--- src/rtl/wash_pkg.sv ---
// Shared definitions for the wash phase timer.
//   - phase_e       : phase codes presented on phase_id by the wash controller
//   - timer_state_e : state encoding of the phase timer FSM
//   - DUR_W         : width of phase durations and of the remaining-ticks count
package wash_pkg;

  localparam int DUR_W = 8;

  typedef enum logic [2:0] {
    PH_OFF   = 3'd0,
    PH_FILL  = 3'd1,
    PH_WASH  = 3'd2,
    PH_DRAIN = 3'd3,
    PH_RINSE = 3'd4,
    PH_SPIN  = 3'd5,
    PH_DONE  = 3'd6
  } phase_e;

  typedef enum logic [1:0] {
    ST_IDLE   = 2'd0,
    ST_RUN    = 2'd1,
    ST_PAUSED = 2'd2,
    ST_DONE   = 2'd3
  } timer_state_e;

  // Only FILL..SPIN carry a duration; OFF, DONE and the unused code are rejected.
  function automatic logic phase_is_timed(input logic [2:0] id);
    return (id >= 3'(PH_FILL)) && (id <= 3'(PH_SPIN));
  endfunction

endpackage

--- src/rtl/wash_tick_div.sv ---
// Tick prescaler for the wash phase timer.
// Counts 0..TICK_DIV-1 while run is high and raises tick for the one cycle in
// which the count wraps back to 0. clear returns the count to 0 and wins over run.
//   clk   in  clock, rising edge
//   reset in  asynchronous, active-high
//   run   in  advance the count this cycle
//   clear in  force the count to 0
//   tick  out one-cycle pulse on the cycle the count wraps
module wash_tick_div #(
  parameter int TICK_DIV = 4
) (
  input  logic clk,
  input  logic reset,
  input  logic run,
  input  logic clear,
  output logic tick
);

  localparam int CW = (TICK_DIV > 1) ? $clog2(TICK_DIV) : 1;
  localparam logic [CW-1:0] LAST = CW'(TICK_DIV - 1);

  logic [CW-1:0] cnt_q, cnt_d;

  always_comb begin
    cnt_d = cnt_q;
    tick  = 1'b0;
    if (clear) begin
      cnt_d = '0;
    end else if (run) begin
      if (cnt_q == LAST) begin
        cnt_d = '0;
        tick  = 1'b1;
      end else begin
        cnt_d = cnt_q + 1'b1;
      end
    end
  end

  always_ff @(posedge clk or posedge reset) begin
    if (reset) cnt_q <= '0;
    else       cnt_q <= cnt_d;
  end

endmodule

--- src/rtl/wash_phase_timer.sv ---
// Wash phase timer: accepts one phase request at a time from the wash
// controller, counts its duration down in prescaled ticks and reports
// completion or rejection with single-cycle pulses.
//   clk, reset      clock (rising edge) and asynchronous active-high reset
//   phase_valid/id  request handshake, phase_id sampled when phase_ready is high
//   phase_ready     high only in IDLE while abort is low
//   pause, abort    level controls; abort outranks pause, pause outranks a tick
//   busy            a phase is loaded (RUN or PAUSED)
//   remaining       ticks left in the current phase
//   phase_done      one-cycle pulse on normal completion
//   phase_err       one-cycle pulse when a request code is rejected
//
// state     | meaning
// ST_IDLE   | no phase loaded, waiting for a request
// ST_RUN    | phase loaded and counting
// ST_PAUSED | phase loaded, counting frozen by pause
// ST_DONE   | phase finished, phase_done high for this one cycle
module wash_phase_timer
  import wash_pkg::*;
#(
  parameter int TICK_DIV  = 4,
  parameter int DUR_FILL  = 15,
  parameter int DUR_WASH  = 15,
  parameter int DUR_DRAIN = 15,
  parameter int DUR_RINSE = 15,
  parameter int DUR_SPIN  = 15
) (
  input  logic             clk,
  input  logic             reset,
  input  logic             phase_valid,
  input  logic [2:0]       phase_id,
  output logic             phase_ready,
  input  logic             pause,
  input  logic             abort,
  output logic             busy,
  output logic [DUR_W-1:0] remaining,
  output logic             phase_done,
  output logic             phase_err
);

  timer_state_e     state_q, state_d;
  logic [DUR_W-1:0] rem_q, rem_d;
  logic             err_q, err_d;
  logic [DUR_W-1:0] dur_sel;
  logic             handshake;
  logic             loaded;
  logic             tick_run;
  logic             tick_clear;
  logic             tick;

  always_comb begin
    dur_sel = '0;
    case (phase_id)
      3'(PH_FILL):  dur_sel = DUR_W'(DUR_FILL);
      3'(PH_WASH):  dur_sel = DUR_W'(DUR_WASH);
      3'(PH_DRAIN): dur_sel = DUR_W'(DUR_DRAIN);
      3'(PH_RINSE): dur_sel = DUR_W'(DUR_RINSE);
      3'(PH_SPIN):  dur_sel = DUR_W'(DUR_SPIN);
      default:      dur_sel = '0;
    endcase
  end

  assign phase_ready = (state_q == ST_IDLE) && !abort;
  assign handshake   = phase_valid && phase_ready;
  assign loaded      = (state_q == ST_RUN) || (state_q == ST_PAUSED);

  // PAUSED counts on the same edge that sees pause drop, so a pause of N
  // cycles stretches the phase by exactly N cycles.
  assign tick_run   = loaded && !pause && !abort;
  assign tick_clear = handshake || abort;

  wash_tick_div #(
    .TICK_DIV(TICK_DIV)
  ) u_tick_div (
    .clk  (clk),
    .reset(reset),
    .run  (tick_run),
    .clear(tick_clear),
    .tick (tick)
  );

  always_comb begin
    state_d = state_q;
    rem_d   = rem_q;
    err_d   = 1'b0;
    case (state_q)
      ST_IDLE: begin
        if (handshake) begin
          if (phase_is_timed(phase_id)) begin
            state_d = ST_RUN;
            rem_d   = dur_sel;
          end else begin
            err_d = 1'b1;
          end
        end
      end
      ST_RUN, ST_PAUSED: begin
        if (abort) begin
          state_d = ST_IDLE;
          rem_d   = '0;
        end else if (pause) begin
          state_d = ST_PAUSED;
        end else begin
          state_d = ST_RUN;
          if (tick) begin
            // <= keeps the count from ever wrapping below zero
            if (rem_q <= DUR_W'(1)) begin
              state_d = ST_DONE;
              rem_d   = '0;
            end else begin
              rem_d = rem_q - 1'b1;
            end
          end
        end
      end
      ST_DONE: begin
        state_d = ST_IDLE;
        rem_d   = '0;
      end
      default: begin
        state_d = ST_IDLE;
        rem_d   = '0;
      end
    endcase
  end

  always_ff @(posedge clk or posedge reset) begin
    if (reset) begin
      state_q <= ST_IDLE;
      rem_q   <= '0;
      err_q   <= 1'b0;
    end else begin
      state_q <= state_d;
      rem_q   <= rem_d;
      err_q   <= err_d;
    end
  end

  assign busy       = loaded;
  assign remaining  = rem_q;
  assign phase_done = (state_q == ST_DONE);
  assign phase_err  = err_q;

endmodule

--- config.mk ---
export PLATFORM = sky130hd
export DESIGN_NAME = wash_phase_timer
export DESIGN_NICKNAME = d
export VERILOG_FILES = /design/src/rtl/wash_pkg.sv /design/src/rtl/wash_tick_div.sv /design/src/rtl/wash_phase_timer.sv
export SDC_FILE = /design/constraint.sdc
export NUM_CORES = 1
export LEC_CHECK = 0
export CAP_MARGIN = 30
export CELL_PAD_IN_SITES_DETAIL_PLACEMENT = 1
export CELL_PAD_IN_SITES_GLOBAL_PLACEMENT = 1
export CORE_MARGIN = 2
export CORE_UTILIZATION = 39
export DETAILED_ROUTE_END_ITERATION = 8
export PLACE_DENSITY_LB_ADDON = 0.1
export SYNTH_ARGS = -nofsm -noshare
export SYNTH_HDL_FRONTEND = slang
export SYNTH_SLANG_ARGS = --single-unit
--- constraint.sdc ---
create_clock -name clk -period 5.7 [get_ports clk]
set_input_delay 0.855 -clock clk [delete_from_list [all_inputs] [get_ports clk]]
set_output_delay 0.855 -clock clk [all_outputs]
set_load 0.02 [all_outputs]
==> impl_metrics.tcl <==
set metrics [dict create \
    place_area_um2 1066 \
    cts-root-to-sink-buffers 2 \
    io_buffers 19 \
    cts_inserted_buffers 3 \
    start_util_pct 42.25 \
    clockRootBuffer "clkbuf_4" \
    pwr_density_cell_nw_per_um2 515.2 \
    synth_flop_cell "dfrtp_1" \
    ys_async_sr_fraction_pct 100.0 \
    hold_slack_ps 535.8 \
    ys_ff_latch 13 \
    ctsHoldBuffers 0 \
    nets 127 \
    num_rows 16 \
    design_area_um2 1092 \
    rsz0062_at_grt "no" \
    crit_chain "clkdlybuf4s50_1 -> nor2_1 -> clkdlybuf4s50_1" \
    ys_seq_area_share_pct 38.46 \
    hold_viol 0 \
    cp-start-kind "input pin" \
    final_common_cell "clkdlybuf4s50_1" \
    syn_area_um2 845.8 \
    slowest_delay_ps 630 \
    fin_skew_ps 4.762 \
    grt_pass1_wl_um 3788 \
    routed_wl_um 2099 \
    clock_latency_ps 270 \
    antenna_cells 0 \
    hold_class "reg -> reg" \
    coreArea_um2 2002 \
    dr.pass1.iters 4 \
    synth_edf_count 0 \
    slew_headroom_pct 40.42 \
    post_cts_resized 0 \
    timing.fmax_mhz 338.0 \
    area_growth_pct 29.14 \
    drc 0 \
    ys_warn_count 0 \
    tightest_slew_ps 891.7 \
    drive_gt1_share_pct 9.735 \
    slew_violations 0 \
    die_w_um 50.57 \
    fillers 241 \
    cts_sinks 13 \
    cts_max_level 1 \
    cp_common_cell "clkdlybuf4s50_1" \
    synthDistinctLibCells 31 \
    grt_pass1_vias 831 \
    ir_worst_vdd_mv 0.2895 \
    globalplace.congestion 0.8449 \
    ios 20 \
    critPathSlowestCell "clkdlybuf4s50_1" \
    die_y_um 50.57 \
    ant_nets 0 \
    setup_violations 0 \
    tns_ps 0 \
    p_leak_nw 0.5118 \
    fin_crit_sh_pct 51.90 \
    cts_tree "built" \
    drt_iter0_drc 14 \
    antenna_found_initial 0 \
    startpoint "abort" \
    cp-end-kind "primary output" \
    worstRegToRegCells 6 \
    wl_per_cell_um 14.99 \
    post-dp-hpwl_um 1681 \
    min_period_ps 2958 \
    via_count 795 \
    final_cell_mix "clkdlybuf4s50_1, dfrtp_1, inv_1" \
    min-delay-start "remaining[6]$_DFFE_PP0P_" \
    whs_path_depth 1 \
    overflow 0 \
    cp_data_required_time_ps 4850 \
    syn_inst 91 \
    grt_max_degree 14 \
    status "finished, final reports clean" \
    track_usage_pct 19.89 \
    synth_nets 104 \
    critPathKind "in -> out" \
    arrival_ps 2100 \
    cts_setup_buffers 0 \
    r2r_start "state_q[1]$_DFFE_PP0P_" \
    avgSynthCellArea_um2 9.295 \
    clk_pin_slew_ps 80 \
    viasPerCell 5.679 \
    path_max_fanout 4 \
    die_area_um2 2557 \
    cap_viol_max_count 0 \
]
## registers in the layout, summed over array words and instances (netlist names)
register and cells:
remaining 8, phase_err 1, state_q 2, u_tick_div.cnt_q 2
## per-stage QoR
stage          power [mW]  setup slack, ps  util [%]  instances
2_1_floorplan      0.3937             3467         -         91
3_3_place_gp       0.5019             2746     53.25        136
3_5_place_dp       0.5072             2739     53.25        136
4_1_cts            0.5672             2733     54.56        140
5_1_grt            0.6149             2669     54.56        140
6_report           0.5627             2742     54.56        140
## power by group
group	total, mW	switching [mW]	internal [mW]
logic	0.361	0.204	0.157
clock network	0.0570	0.0299	0.0271
registers	0.145	0.0279	0.117
## cell usage after synthesis, drive strengths merged, types with 2 or more instances
cell type  instances  area, um2
a21oi              5      25.02
a211o              4      35.03
o41ai              2      36.29
inv                9      33.78
dfrtp             13      325.3
o31ai              2      15.01
nor4               3      18.77
a22o               3      26.28
o21ai              4      20.01
or2                3      18.77
ha                 5      62.56
nor2               8      30.03
nand2              6      22.52
a21o               3      22.52
nand2b             2      12.51
nand3              2      10.01
o211ai             2      15.01
or3                5      35.03
## final cells by class
| class | instances | area (um2) | area share (%) |
|---|---|---|---|
| sequential | 13 | 325.3 | 29.78 |
| multi-input combinational | 68 | 483.0 | 44.22 |
| clock buffer | 4 | 26.28 | 2.405 |
| inverter | 9 | 33.78 | 3.093 |
| timing repair buffer | 19 | 190.2 | 17.41 |
| tap | 27 | 33.78 | 3.093 |
## worst paths after layout
check,to,slack (ps)
worst max-delay path,phase_ready,2740
worst min-delay path,remaining[6]$_DFFE_PP0P_,540
worst max register to register,remaining[5]$_DFFE_PP0P_,3320
worst min register to register,remaining[6]$_DFFE_PP0P_,540
max in group asynchronous,u_tick_div.cnt_q[0]$_DFFE_PP0P_,4450
min in group asynchronous,state_q[1]$_DFFE_PP0P_,900
## cells by family after synthesis
logic type	synth area share (%)
buffers and inverters	4.437
AOI/OAI and AO/OA	29.44
and+or+nand+nor	20.27
DFF	38.46
adders and majority gates	7.396
## worst max-delay path: cells and delay by family
kind | cells | cell delay [ps]
and+or+nand+nor | 1 | 160
buffers and inverters | 2 | 1090
## metal layers
metal / wire length [um] / vias to the layer above / global-route usage, %
met1: 1004 / 396 / 24.77
li1: - / 384 / -
met5: 0 / - / 0
met2: 1032 / 11 / 34.43
met3: 41 / 4 / 3.571
met4: 21 / 0 / 6.757
Note: power is estimated with default switching activity, not from simulation.
